### config.mk
export PLATFORM = sky130hd
export DESIGN_NAME = riscv_multicycle_ctrl
export DESIGN_NICKNAME = d
export VERILOG_FILES = /design/src/rtl/riscv_mc_pkg.sv /design/src/rtl/riscv_mc_aludec.sv /design/src/rtl/riscv_multicycle_ctrl.sv
export SDC_FILE = /design/constraint.sdc
export NUM_CORES = 1
export LEC_CHECK = 0
export BUFFER_PORTS_ARGS = -buffer_cell sky130_fd_sc_hd__buf_2
export CAP_MARGIN = 20
export CORE_MARGIN = 3
export CORE_UTILIZATION = 49
export DETAILED_ROUTE_END_ITERATION = 6
export MAX_ROUTING_LAYER = met4
export PLACE_DENSITY = 0.84
export SETUP_SLACK_MARGIN = 0.15
export SYNTH_ARGS = -nofsm -noshare
export SYNTH_HDL_FRONTEND = slang
export SYNTH_SLANG_ARGS = --single-unit
### constraint.sdc
create_clock -name i_clk -period 2.7 [get_ports i_clk]
set_input_delay 0.54 -clock i_clk [delete_from_list [all_inputs] [get_ports i_clk]]
set_output_delay 0.54 -clock i_clk [all_outputs]
set_load 0.03 [all_outputs]
### src/rtl/riscv_mc_pkg.sv
// Shared encodings for the multicycle RV32I controller: FSM states, opcodes and datapath mux selects.
// Used by riscv_multicycle_ctrl and riscv_mc_aludec.
package riscv_mc_pkg;

    typedef enum logic [3:0] {
        S_FETCH,
        S_DECODE,
        S_MEMADR,
        S_MEMRD,
        S_MEMWB,
        S_MEMWR,
        S_EXECR,
        S_EXECI,
        S_ALUWB,
        S_BRANCH,
        S_JAL,
        S_JALR,
        S_LUI,
        S_AUIPC,
        S_ILLEGAL
    } state_t;

    localparam logic [6:0] OP_LOAD   = 7'b0000011;
    localparam logic [6:0] OP_STORE  = 7'b0100011;
    localparam logic [6:0] OP_RTYPE  = 7'b0110011;
    localparam logic [6:0] OP_ITYPE  = 7'b0010011;
    localparam logic [6:0] OP_JAL    = 7'b1101111;
    localparam logic [6:0] OP_JALR   = 7'b1100111;
    localparam logic [6:0] OP_BRANCH = 7'b1100011;
    localparam logic [6:0] OP_LUI    = 7'b0110111;
    localparam logic [6:0] OP_AUIPC  = 7'b0010111;

    localparam logic [2:0] ALU_ADD   = 3'd0;
    localparam logic [2:0] ALU_SUB   = 3'd1;
    localparam logic [2:0] ALU_AND   = 3'd2;
    localparam logic [2:0] ALU_OR    = 3'd3;
    localparam logic [2:0] ALU_XOR   = 3'd4;
    localparam logic [2:0] ALU_SLT   = 3'd5;
    localparam logic [2:0] ALU_SLTU  = 3'd6;
    localparam logic [2:0] ALU_SHIFT = 3'd7;

    localparam logic [1:0] ALUOP_ADD   = 2'd0;
    localparam logic [1:0] ALUOP_SUB   = 2'd1;
    localparam logic [1:0] ALUOP_FUNCT = 2'd2;

    localparam logic [2:0] IMM_I = 3'd0;
    localparam logic [2:0] IMM_S = 3'd1;
    localparam logic [2:0] IMM_B = 3'd2;
    localparam logic [2:0] IMM_J = 3'd3;
    localparam logic [2:0] IMM_U = 3'd4;

    localparam logic [1:0] RES_ALUOUT    = 2'd0;
    localparam logic [1:0] RES_DATA      = 2'd1;
    localparam logic [1:0] RES_ALURESULT = 2'd2;
    localparam logic [1:0] RES_IMMEXT    = 2'd3;

    localparam logic [1:0] SRCA_PC    = 2'd0;
    localparam logic [1:0] SRCA_OLDPC = 2'd1;
    localparam logic [1:0] SRCA_RS1   = 2'd2;

    localparam logic [1:0] SRCB_RS2  = 2'd0;
    localparam logic [1:0] SRCB_IMM  = 2'd1;
    localparam logic [1:0] SRCB_FOUR = 2'd2;

    function automatic logic [2:0] immSrcOf(input logic [6:0] op);
        case (op)
            OP_STORE:         return IMM_S;
            OP_BRANCH:        return IMM_B;
            OP_JAL:           return IMM_J;
            OP_LUI, OP_AUIPC: return IMM_U;
            default:          return IMM_I;
        endcase
    endfunction

endpackage

### src/rtl/riscv_mc_aludec.sv
// Combinational ALUControl decode from the FSM's ALU request and the instruction function fields.
module riscv_mc_aludec
    import riscv_mc_pkg::*;
(
    input  logic [1:0] i_aluop,
    input  logic [2:0] i_funct3,
    input  logic       i_funct7b5,
    input  logic       i_op5,
    output logic [2:0] o_ALUControl
);

    // funct7b5 means SUB only for register-register ops; in addi it is immediate bit 10.
    always_comb begin
        o_ALUControl = ALU_ADD;
        case (i_aluop)
            ALUOP_SUB: o_ALUControl = ALU_SUB;
            ALUOP_FUNCT: begin
                case (i_funct3)
                    3'b000:  o_ALUControl = (i_op5 && i_funct7b5) ? ALU_SUB : ALU_ADD;
                    3'b010:  o_ALUControl = ALU_SLT;
                    3'b011:  o_ALUControl = ALU_SLTU;
                    3'b100:  o_ALUControl = ALU_XOR;
                    3'b110:  o_ALUControl = ALU_OR;
                    3'b111:  o_ALUControl = ALU_AND;
                    default: o_ALUControl = ALU_SHIFT;
                endcase
            end
            default: o_ALUControl = ALU_ADD;
        endcase
    end

endmodule

### src/rtl/riscv_multicycle_ctrl.sv
// Multicycle RV32I control FSM driving a shared-ALU, unified-memory datapath.
// Optional memory wait-state handshake and timeout enabled by defining RV_MEM_HS_EN.
module riscv_multicycle_ctrl
    import riscv_mc_pkg::*;
#(
    parameter int ALUCTL_W = 3,
    parameter int IMMSRC_W = 3,
    parameter int MEM_TO_W = 8
) (
    input  logic                i_clk,
    input  logic                i_reset,
    input  logic [6:0]          i_op,
    input  logic [2:0]          i_funct3,
    input  logic                i_funct7b5,
    input  logic                i_Zero,
    input  logic                i_blt,
    input  logic                i_bltu,
    input  logic                i_mem_ready,
    output logic                o_PCWrite,
    output logic                o_AdrSrc,
    output logic                o_MemWrite,
    output logic                o_IRWrite,
    output logic [1:0]          o_ResultSrc,
    output logic [1:0]          o_ALUSrcA,
    output logic [1:0]          o_ALUSrcB,
    output logic                o_RegWrite,
    output logic [IMMSRC_W-1:0] o_ImmSrc,
    output logic [ALUCTL_W-1:0] o_ALUControl,
    output logic                o_illegal,
    output logic                o_mem_timeout
);

    localparam logic [MEM_TO_W-1:0] MEM_TO_LAST = {{(MEM_TO_W-1){1'b1}}, 1'b0};

    state_t              r_state;
    logic                r_illegal;
    logic                r_memTimeout;
    logic [MEM_TO_W-1:0] r_memCnt;
    logic [1:0]          w_aluop;
    logic [2:0]          w_aluCtl;
    logic                w_take;
    logic                w_memWait;

`ifdef RV_MEM_HS_EN
    assign w_memWait = ((r_state == S_FETCH) || (r_state == S_MEMRD) || (r_state == S_MEMWR))
                       && !i_mem_ready;
`else
    logic w_unused_memReady;
    assign w_unused_memReady = i_mem_ready;
    assign w_memWait = 1'b0;
`endif

    always_comb begin
        case (i_funct3)
            3'b000:  w_take = i_Zero;
            3'b001:  w_take = !i_Zero;
            3'b100:  w_take = i_blt;
            3'b101:  w_take = !i_blt;
            3'b110:  w_take = i_bltu;
            3'b111:  w_take = !i_bltu;
            default: w_take = 1'b0;
        endcase
    end

    // Bad branch funct3 is caught at dispatch so BRANCH never sees an unresolvable compare.
    always_ff @(posedge i_clk) begin
        if (!i_reset) begin
            r_state      <= S_FETCH;
            r_illegal    <= 1'b0;
            r_memTimeout <= 1'b0;
            r_memCnt     <= '0;
        end else if (w_memWait) begin
            if (r_memCnt == MEM_TO_LAST) begin
                r_memTimeout <= 1'b1;
                r_state      <= S_ILLEGAL;
                r_memCnt     <= '0;
            end else begin
                r_memCnt <= r_memCnt + MEM_TO_W'(1);
            end
        end else begin
            r_memCnt <= '0;
            case (r_state)
                S_FETCH: r_state <= S_DECODE;
                S_DECODE: begin
                    case (i_op)
                        OP_LOAD, OP_STORE: r_state <= S_MEMADR;
                        OP_RTYPE:          r_state <= S_EXECR;
                        OP_ITYPE:          r_state <= S_EXECI;
                        OP_JAL:            r_state <= S_JAL;
                        OP_JALR:           r_state <= S_JALR;
                        OP_LUI:            r_state <= S_LUI;
                        OP_AUIPC:          r_state <= S_AUIPC;
                        OP_BRANCH: begin
                            if (i_funct3[2:1] == 2'b01) begin
                                r_state   <= S_ILLEGAL;
                                r_illegal <= 1'b1;
                            end else begin
                                r_state <= S_BRANCH;
                            end
                        end
                        default: begin
                            r_state   <= S_ILLEGAL;
                            r_illegal <= 1'b1;
                        end
                    endcase
                end
                S_MEMADR: r_state <= (i_op == OP_LOAD) ? S_MEMRD : S_MEMWR;
                S_MEMRD:  r_state <= S_MEMWB;
                S_MEMWB:  r_state <= S_FETCH;
                S_MEMWR:  r_state <= S_FETCH;
                S_EXECR:  r_state <= S_ALUWB;
                S_EXECI:  r_state <= S_ALUWB;
                S_ALUWB:  r_state <= S_FETCH;
                S_BRANCH: r_state <= S_FETCH;
                S_JAL:    r_state <= S_ALUWB;
                S_JALR:   r_state <= S_JAL;
                S_LUI:    r_state <= S_FETCH;
                S_AUIPC:  r_state <= S_ALUWB;
                default:  r_state <= S_ILLEGAL;
            endcase
        end
    end

    // JAL loads PC from ALUOut (target from DECODE or JALR) while the ALU forms the link value.
    always_comb begin
        o_PCWrite   = 1'b0;
        o_AdrSrc    = 1'b0;
        o_MemWrite  = 1'b0;
        o_IRWrite   = 1'b0;
        o_RegWrite  = 1'b0;
        o_ResultSrc = RES_ALUOUT;
        o_ALUSrcA   = SRCA_PC;
        o_ALUSrcB   = SRCB_RS2;
        w_aluop     = ALUOP_ADD;
        case (r_state)
            S_FETCH: begin
                o_IRWrite   = 1'b1;
                o_PCWrite   = 1'b1;
                o_ALUSrcB   = SRCB_FOUR;
                o_ResultSrc = RES_ALURESULT;
            end
            S_DECODE: begin
                o_ALUSrcA = SRCA_OLDPC;
                o_ALUSrcB = SRCB_IMM;
            end
            S_MEMADR, S_JALR: begin
                o_ALUSrcA = SRCA_RS1;
                o_ALUSrcB = SRCB_IMM;
            end
            S_MEMRD: o_AdrSrc = 1'b1;
            S_MEMWB: begin
                o_ResultSrc = RES_DATA;
                o_RegWrite  = 1'b1;
            end
            S_MEMWR: begin
                o_AdrSrc   = 1'b1;
                o_MemWrite = 1'b1;
            end
            S_EXECR: begin
                o_ALUSrcA = SRCA_RS1;
                w_aluop   = ALUOP_FUNCT;
            end
            S_EXECI: begin
                o_ALUSrcA = SRCA_RS1;
                o_ALUSrcB = SRCB_IMM;
                w_aluop   = ALUOP_FUNCT;
            end
            S_ALUWB: o_RegWrite = 1'b1;
            S_BRANCH: begin
                o_ALUSrcA = SRCA_RS1;
                w_aluop   = ALUOP_SUB;
                o_PCWrite = w_take;
            end
            S_JAL: begin
                o_ALUSrcA = SRCA_OLDPC;
                o_ALUSrcB = SRCB_FOUR;
                o_PCWrite = 1'b1;
            end
            S_LUI: begin
                o_ResultSrc = RES_IMMEXT;
                o_RegWrite  = 1'b1;
            end
            S_AUIPC: begin
                o_ALUSrcA = SRCA_OLDPC;
                o_ALUSrcB = SRCB_IMM;
            end
            default: ;
        endcase
        if (w_memWait) begin
            o_IRWrite = 1'b0;
            o_PCWrite = 1'b0;
        end
        if (!i_reset) begin
            o_PCWrite  = 1'b0;
            o_MemWrite = 1'b0;
            o_IRWrite  = 1'b0;
            o_RegWrite = 1'b0;
        end
    end

    riscv_mc_aludec u_aludec (
        .i_aluop      (w_aluop),
        .i_funct3     (i_funct3),
        .i_funct7b5   (i_funct7b5),
        .i_op5        (i_op[5]),
        .o_ALUControl (w_aluCtl)
    );

    assign o_ALUControl  = ALUCTL_W'(w_aluCtl);
    assign o_ImmSrc      = IMMSRC_W'(immSrcOf(i_op));
    assign o_illegal     = r_illegal;
    assign o_mem_timeout = r_memTimeout;

endmodule

After elaboration in Yosys (flattened, before gate mapping)
Index checks and enable logic that the tools add are counted.
Word-level totals
  output and inout port bits: 19
  input bits: 17
  register bits: 5
  word-level logic and storage cells: 79
Operators by class
  equal/unequal tests: 33
  reductions and logical operators: 19
  multiplexer cells: 24
  bitwise operators: 1
Operators by type and width (number)
  one-hot mux 4 bit (8 select lines): 1
  one-hot mux 4 bit (7 select lines): 1
  == test 4 bit, second input constant: 6
  == test 7 x 6 -> 1 bit, second input constant: 3
  == test 7 bit, second input constant: 3
  one-hot mux 3 bit (6 select lines): 1
  == test 4 x 3 -> 1 bit, second input constant: 4
  OR reduction 5 bit: 3
  == test 7 x 5 -> 1 bit, second input constant: 2
  == test 3 bit, second input constant: 4
  one-hot mux 2 bit (2 select lines): 3
  one-hot mux 3 bit (4 select lines): 1
  two-way mux 1 bit: 10
  OR reduction 2 bit: 5
  == test 4 x 2 -> 1 bit, second input constant: 2
  OR reduction 8 bit: 1
  == test 7 x 2 -> 1 bit, second input constant: 1
  == test 3 x 2 -> 1 bit, second input constant: 2
  two-way mux 3 bit: 2
  one-hot mux 1 bit (6 select lines): 1
  one-hot mux 2 bit (3 select lines): 1
  one-hot mux 3 bit (2 select lines): 1
  OR reduction 3 bit: 2
  == test 2 x 1 -> 1 bit, second input constant: 2
  12 further kinds: 15

Depth between registers and ports, before layout
  depth in word-level cells: 5
  gate-level depth with buffers: 7
  mapped depth without buffers: 6

Hierarchy
From an unflattened synthesis, not the netlist that was laid out.
Second synthesis, totals
  cell total of the unflattened synthesis: 100
  area total of the unflattened synthesis: 743.2 sq um
Modules (own cells, without submodules)
  riscv_multicycle_ctrl: cells each 86, area each 648.1 sq um, sequential area each 100.1 sq um, instances 1
  riscv_mc_aludec: cells each 14, area each 95.1 sq um, sequential area each 0.0 sq um, instances 1

Worst setup path before layout
Ideal clock, no wire load.
  kind: flip-flop to output port
  from: reg r_state[3]
  to: out o_PCWrite
  setup slack: 0.135 ns
  buffers on the path: 1
  arrival: 2.025 ns
  cell stages (with the launch flop): 6
  data required time: 2.160 ns
  path through: dfxtp_1 > buf_2 > nor2b_1 > nor4_1 > nand2_1 > o21ai_1
On the way
  cells in the longest elaborated chain, start to end: 4
  elaborated cells on any way between the ends: 6
  classes of those cells: eq/ne: 2; mux: 2; reduce/logical: 2
RTL lines
  start, declared: RTL line riscv_multicycle_ctrl.sv:35  | state_t r_state;
  start signal, assigned: RTL line riscv_multicycle_ctrl.sv:107  | S_MEMADR: r_state <= (i_op == OP_LOAD) ? S_MEMRD : S_MEMWR;
  == test 4 bit or zero test 4 bit (tied branches): RTL line riscv_multicycle_ctrl.sv:135  | case (r_state)
  OR reduction 2 bit (no line)
  one-hot mux 1 bit (2 select lines) *: RTL line riscv_multicycle_ctrl.sv:135
  two-way mux 1 bit *: RTL line riscv_multicycle_ctrl.sv:193  | if (!i_reset) begin
  end, declared: RTL line riscv_multicycle_ctrl.sv:19  | output logic o_PCWrite,
Mark *: on every way between the ends. The rest lies on a longest branch, timed or not.

Worst setup path in the final report
  from: reg r_state[2]
  to: out o_ALUControl[1]
On the way
  cells in the longest elaborated chain, start to end: 5
  elaborated cells on any way between the ends: 8
  classes of those cells: eq/ne: 5; mux: 2; reduce/logical: 1
RTL lines
  == test 4 x 3 -> 1 bit: RTL line riscv_multicycle_ctrl.sv:135
  OR reduction 2 bit (no line)
  one-hot mux 2 bit (2 select lines) *: RTL line riscv_multicycle_ctrl.sv:135
  == test 2 bit or == test 2 x 1 -> 1 bit (tied branches): RTL line riscv_mc_aludec.sv:15  | case (i_aluop)
  one-hot mux 3 bit (2 select lines) *: RTL line riscv_mc_aludec.sv:15
  end, declared: RTL line riscv_multicycle_ctrl.sv:28  | output logic [ALUCTL_W-1:0] o_ALUControl,
Marks and branches as above.

==> results.sh <==
export IMPL_drv_cap=0
export IMPL_cpMaxStageDelayCell="dfxtp_2"
export IMPL_die_area_sq_mm=0.00206
export IMPL_fin_cells=148
export IMPL_synth_distinct_cells=46
export IMPL_drc=0
export IMPL_drive_gt1_share_pct=38.3
export IMPL_clk_pin_slew_worst_paths_ps=40
export IMPL_gr_usage_all_layers_pct=22.9
export IMPL_wl_mm=1.92
export IMPL_cts_buffers=3
export IMPL_critPathMaxFanout=11
export IMPL_htreeDepth=1
export IMPL_cts_sinks=5
export IMPL_placed_cells=144
export IMPL_clock_root_buffer="clkbuf_4"
export IMPL_grt_max_degree=15
export IMPL_cp_arrival_ps=1730
export IMPL_final_nets=153
export IMPL_rsz0062_at_grt="false"
export IMPL_power_density_mw_per_mm2=748
export IMPL_synth_edf_count=0
export IMPL_grt_ovfl_total=0
export IMPL_setup_tns_ps=0
export IMPL_clock_latency_ps=240
export IMPL_power_frac_seq_pct=19.0
export IMPL_synthesis_instances=103
export IMPL_ys_ff_latch=5
export IMPL_final_common_cell="buf_2"
export IMPL_row_count=13
export IMPL_yosysWarnings=0
export IMPL_seq_area_frac_synth_pct=13.1
export IMPL_placed_area_sq_um=916
export IMPL_area_delta_synth_final_pct=24.0
export IMPL_dpl_worst_slack_ps=555
export IMPL_power_net_switching_mw=0.383
export IMPL_critPathKind="flip-flop to output port"
export IMPL_total_power_mw=0.706
export IMPL_start_util_pct=55.1
export IMPL_syn_area_per_cell_sq_um=7.40
export IMPL_clkPwrFrac_pct=12.6
export IMPL_hold_viol_final=0
export IMPL_gp_congestion=0.839
export IMPL_die_width_um=45.4
export IMPL_swShare_pct=54.2
export IMPL_post_cts_buffers=0
export IMPL_hold_path_class="flip-flop to flip-flop"
export IMPL_fp_dieH_um=45.4
export IMPL_fmax_ghz=0.441
export IMPL_timing_final_crit_share_pct=83.9
export IMPL_worstHoldEndpoint="o_illegal"
export IMPL_grt_pass1_vias=771
export IMPL_reg2regPathDepth=5
export IMPL_start_kind="flip-flop"
export IMPL_io_pins=36
export IMPL_fill_cells=128
export IMPL_cp_cell_sequence="nor2b_1, nand2_1, ha_1, nor3b_1, buf_2"
export IMPL_r2r_end="r_state[1]"
export IMPL_dp_hpwl_mm=1.44
export IMPL_drv_slew=0
export IMPL_first_pass_iters=4
export IMPL_antenna_found_initial=0
export IMPL_drtIter0Drc=30
export IMPL_viasPerCell=5.68
export IMPL_vdd_drop_max_mv=0.400
export IMPL_critical_path_required_ps=2160
export IMPL_grt_pass1_wl_mm=3.40
export IMPL_hold_start="o_illegal"
export IMPL_pwr_share_comb_pct=68.4
export IMPL_syn_nets=122
export IMPL_clock_skew_ps=1.21
export IMPL_intPower_mw=0.324
export IMPL_finalSetupViolations=0
export IMPL_r2r_start="r_state[0]"
export IMPL_ys_async_sr_fraction_pct=0
export IMPL_synth_top_flop_cell="dfxtp_1"
export IMPL_buffer_ports_inserted=33
export IMPL_n_antenna_cell=0
export IMPL_hold_path_depth=2
export IMPL_final_cell_area_sq_um=945
export IMPL_fin_ws_ps=434
export IMPL_syn_area_sq_um=762
export IMPL_period_needed_ps=2270
export IMPL_cts_tree="done"
export IMPL_critPathCaptureType="output port"
export IMPL_regToRegSetupSlack_ps=1390
export IMPL_crit_buf_inv=1
export IMPL_cp_top_family="simple AND/OR/NAND/NOR gates"
export IMPL_final_cell_mix="buf_2, nand2_1, nor3_1, nor2_1"
export IMPL_status="finished, final reports clean"
export IMPL_p_leak_nw=0.431
export IMPL_final_antenna_net_count=0
export IMPL_coreArea_sq_mm=0.00138
export IMPL_drt_wirelength_per_cell_um=13.0
export IMPL_clockBufferDepth=2
export IMPL_max_stage_delay_ps=460
export IMPL_vias=840
## stage by stage
| stage | utilization (%) | hold WS (ps) |
|---|---|---|
| finish | 68.3 | 451 |
| global route | 68.3 | 487 |
| CTS | 68.1 | 460 |
| detailed placement | 66.2 | 449 |
| global placement | 66.2 | 434 |
| floorplan | - | 600 |
## power groups by stage
stage	clock (mW)	sequential [mW]	combinational, mW
2_1_floorplan	0	0.121	0.373
3_3_place_gp	0	0.131	0.465
3_5_place_dp	0	0.133	0.477
4_1_cts	0.0891	0.131	0.484
5_1_grt	0.0954	0.142	0.525
6_report	0.0889	0.134	0.483
## metal layers
metal / track usage, % / wire length [um] / vias up
li1: - / - / 425
met1: 28.6 / 833 / 382
met2: 36.8 / 961 / 29
met3: 3.56 / 107 / 4
met4: 8.19 / 18 / 0
met5: - / 0 / -
## worst min-delay path, delay by kind of cell (launching register included)
kind / cells / cell delay (ps)
flip-flops: 1 / 320
AND/OR/NAND/NOR: 1 / 60
AO/OA/AOI/OAI: 1 / 50
## area by class of cell
cell class                      count  area [sq um]  share of cell area (%)
Clock buffer                        4          26.3                    2.78
Timing Repair Buffer               35           180                    19.1
Multi-Input combinational cell     84           598                    63.3
Sequential cell                     5           103                    10.9
Tap cell                           15          18.8                    1.99
Inverter                            5          18.8                    1.99
## synthesized netlist by cell type, types with 2 or more instances
master	number	area (sq um)
nor2b_1	4	25.0
clkbuf_1	2	7.51
a21oi_1	3	15.0
nor2_1	6	22.5
xnor2_1	4	35.0
nor4b_1	2	17.5
o21ai_0	2	10.0
nor3b_1	4	30.0
buf_2	5	25.0
nand2b_1	3	18.8
nor3_1	8	40.0
inv_1	4	15.0
ha_1	2	25.0
o22ai_1	2	12.5
dfxtp_1	5	100
a311o_1	2	20.0
o21ai_1	3	15.0
nand2_1	14	52.6
## repair_timing
item	CTS	global route
gates resized for setup	0	2
endpoints found under the setup margin	0	1
hold buffers	0	0
## logic make-up (layout without fill, tap and decap cells)
kind of cell    after synthesis  in the layout  share of synthesized area (%)
fa+ha+maj                     2              2                           3.28
buf+inv                      14             44                           9.19
other cells                   1              1                          0.492
simple gates                 52             52                           42.7
flops                         5              5                           13.1
xor+xnor                      6              6                           7.88
mux                           1              1                           1.31
compound gates               22             22                           22.0
## worst max path at each step
stage,startpoint,end,depth (start not counted)
after floorplan,i_reset,o_RegWrite,2
after global placement,i_op[6],o_ImmSrc[0],5
after detailed placement,i_op[6],o_ImmSrc[0],5
after CTS,r_state[2],o_ALUControl[1],5
after global routing,r_state[2],o_ALUControl[1],5
final,r_state[2],o_ALUControl[1],5
## registers in the layout, summed over array words and instances, names as in the netlist
register and flops:
r_state 4, o_illegal 1
Power figures use the tool's default switching activity.
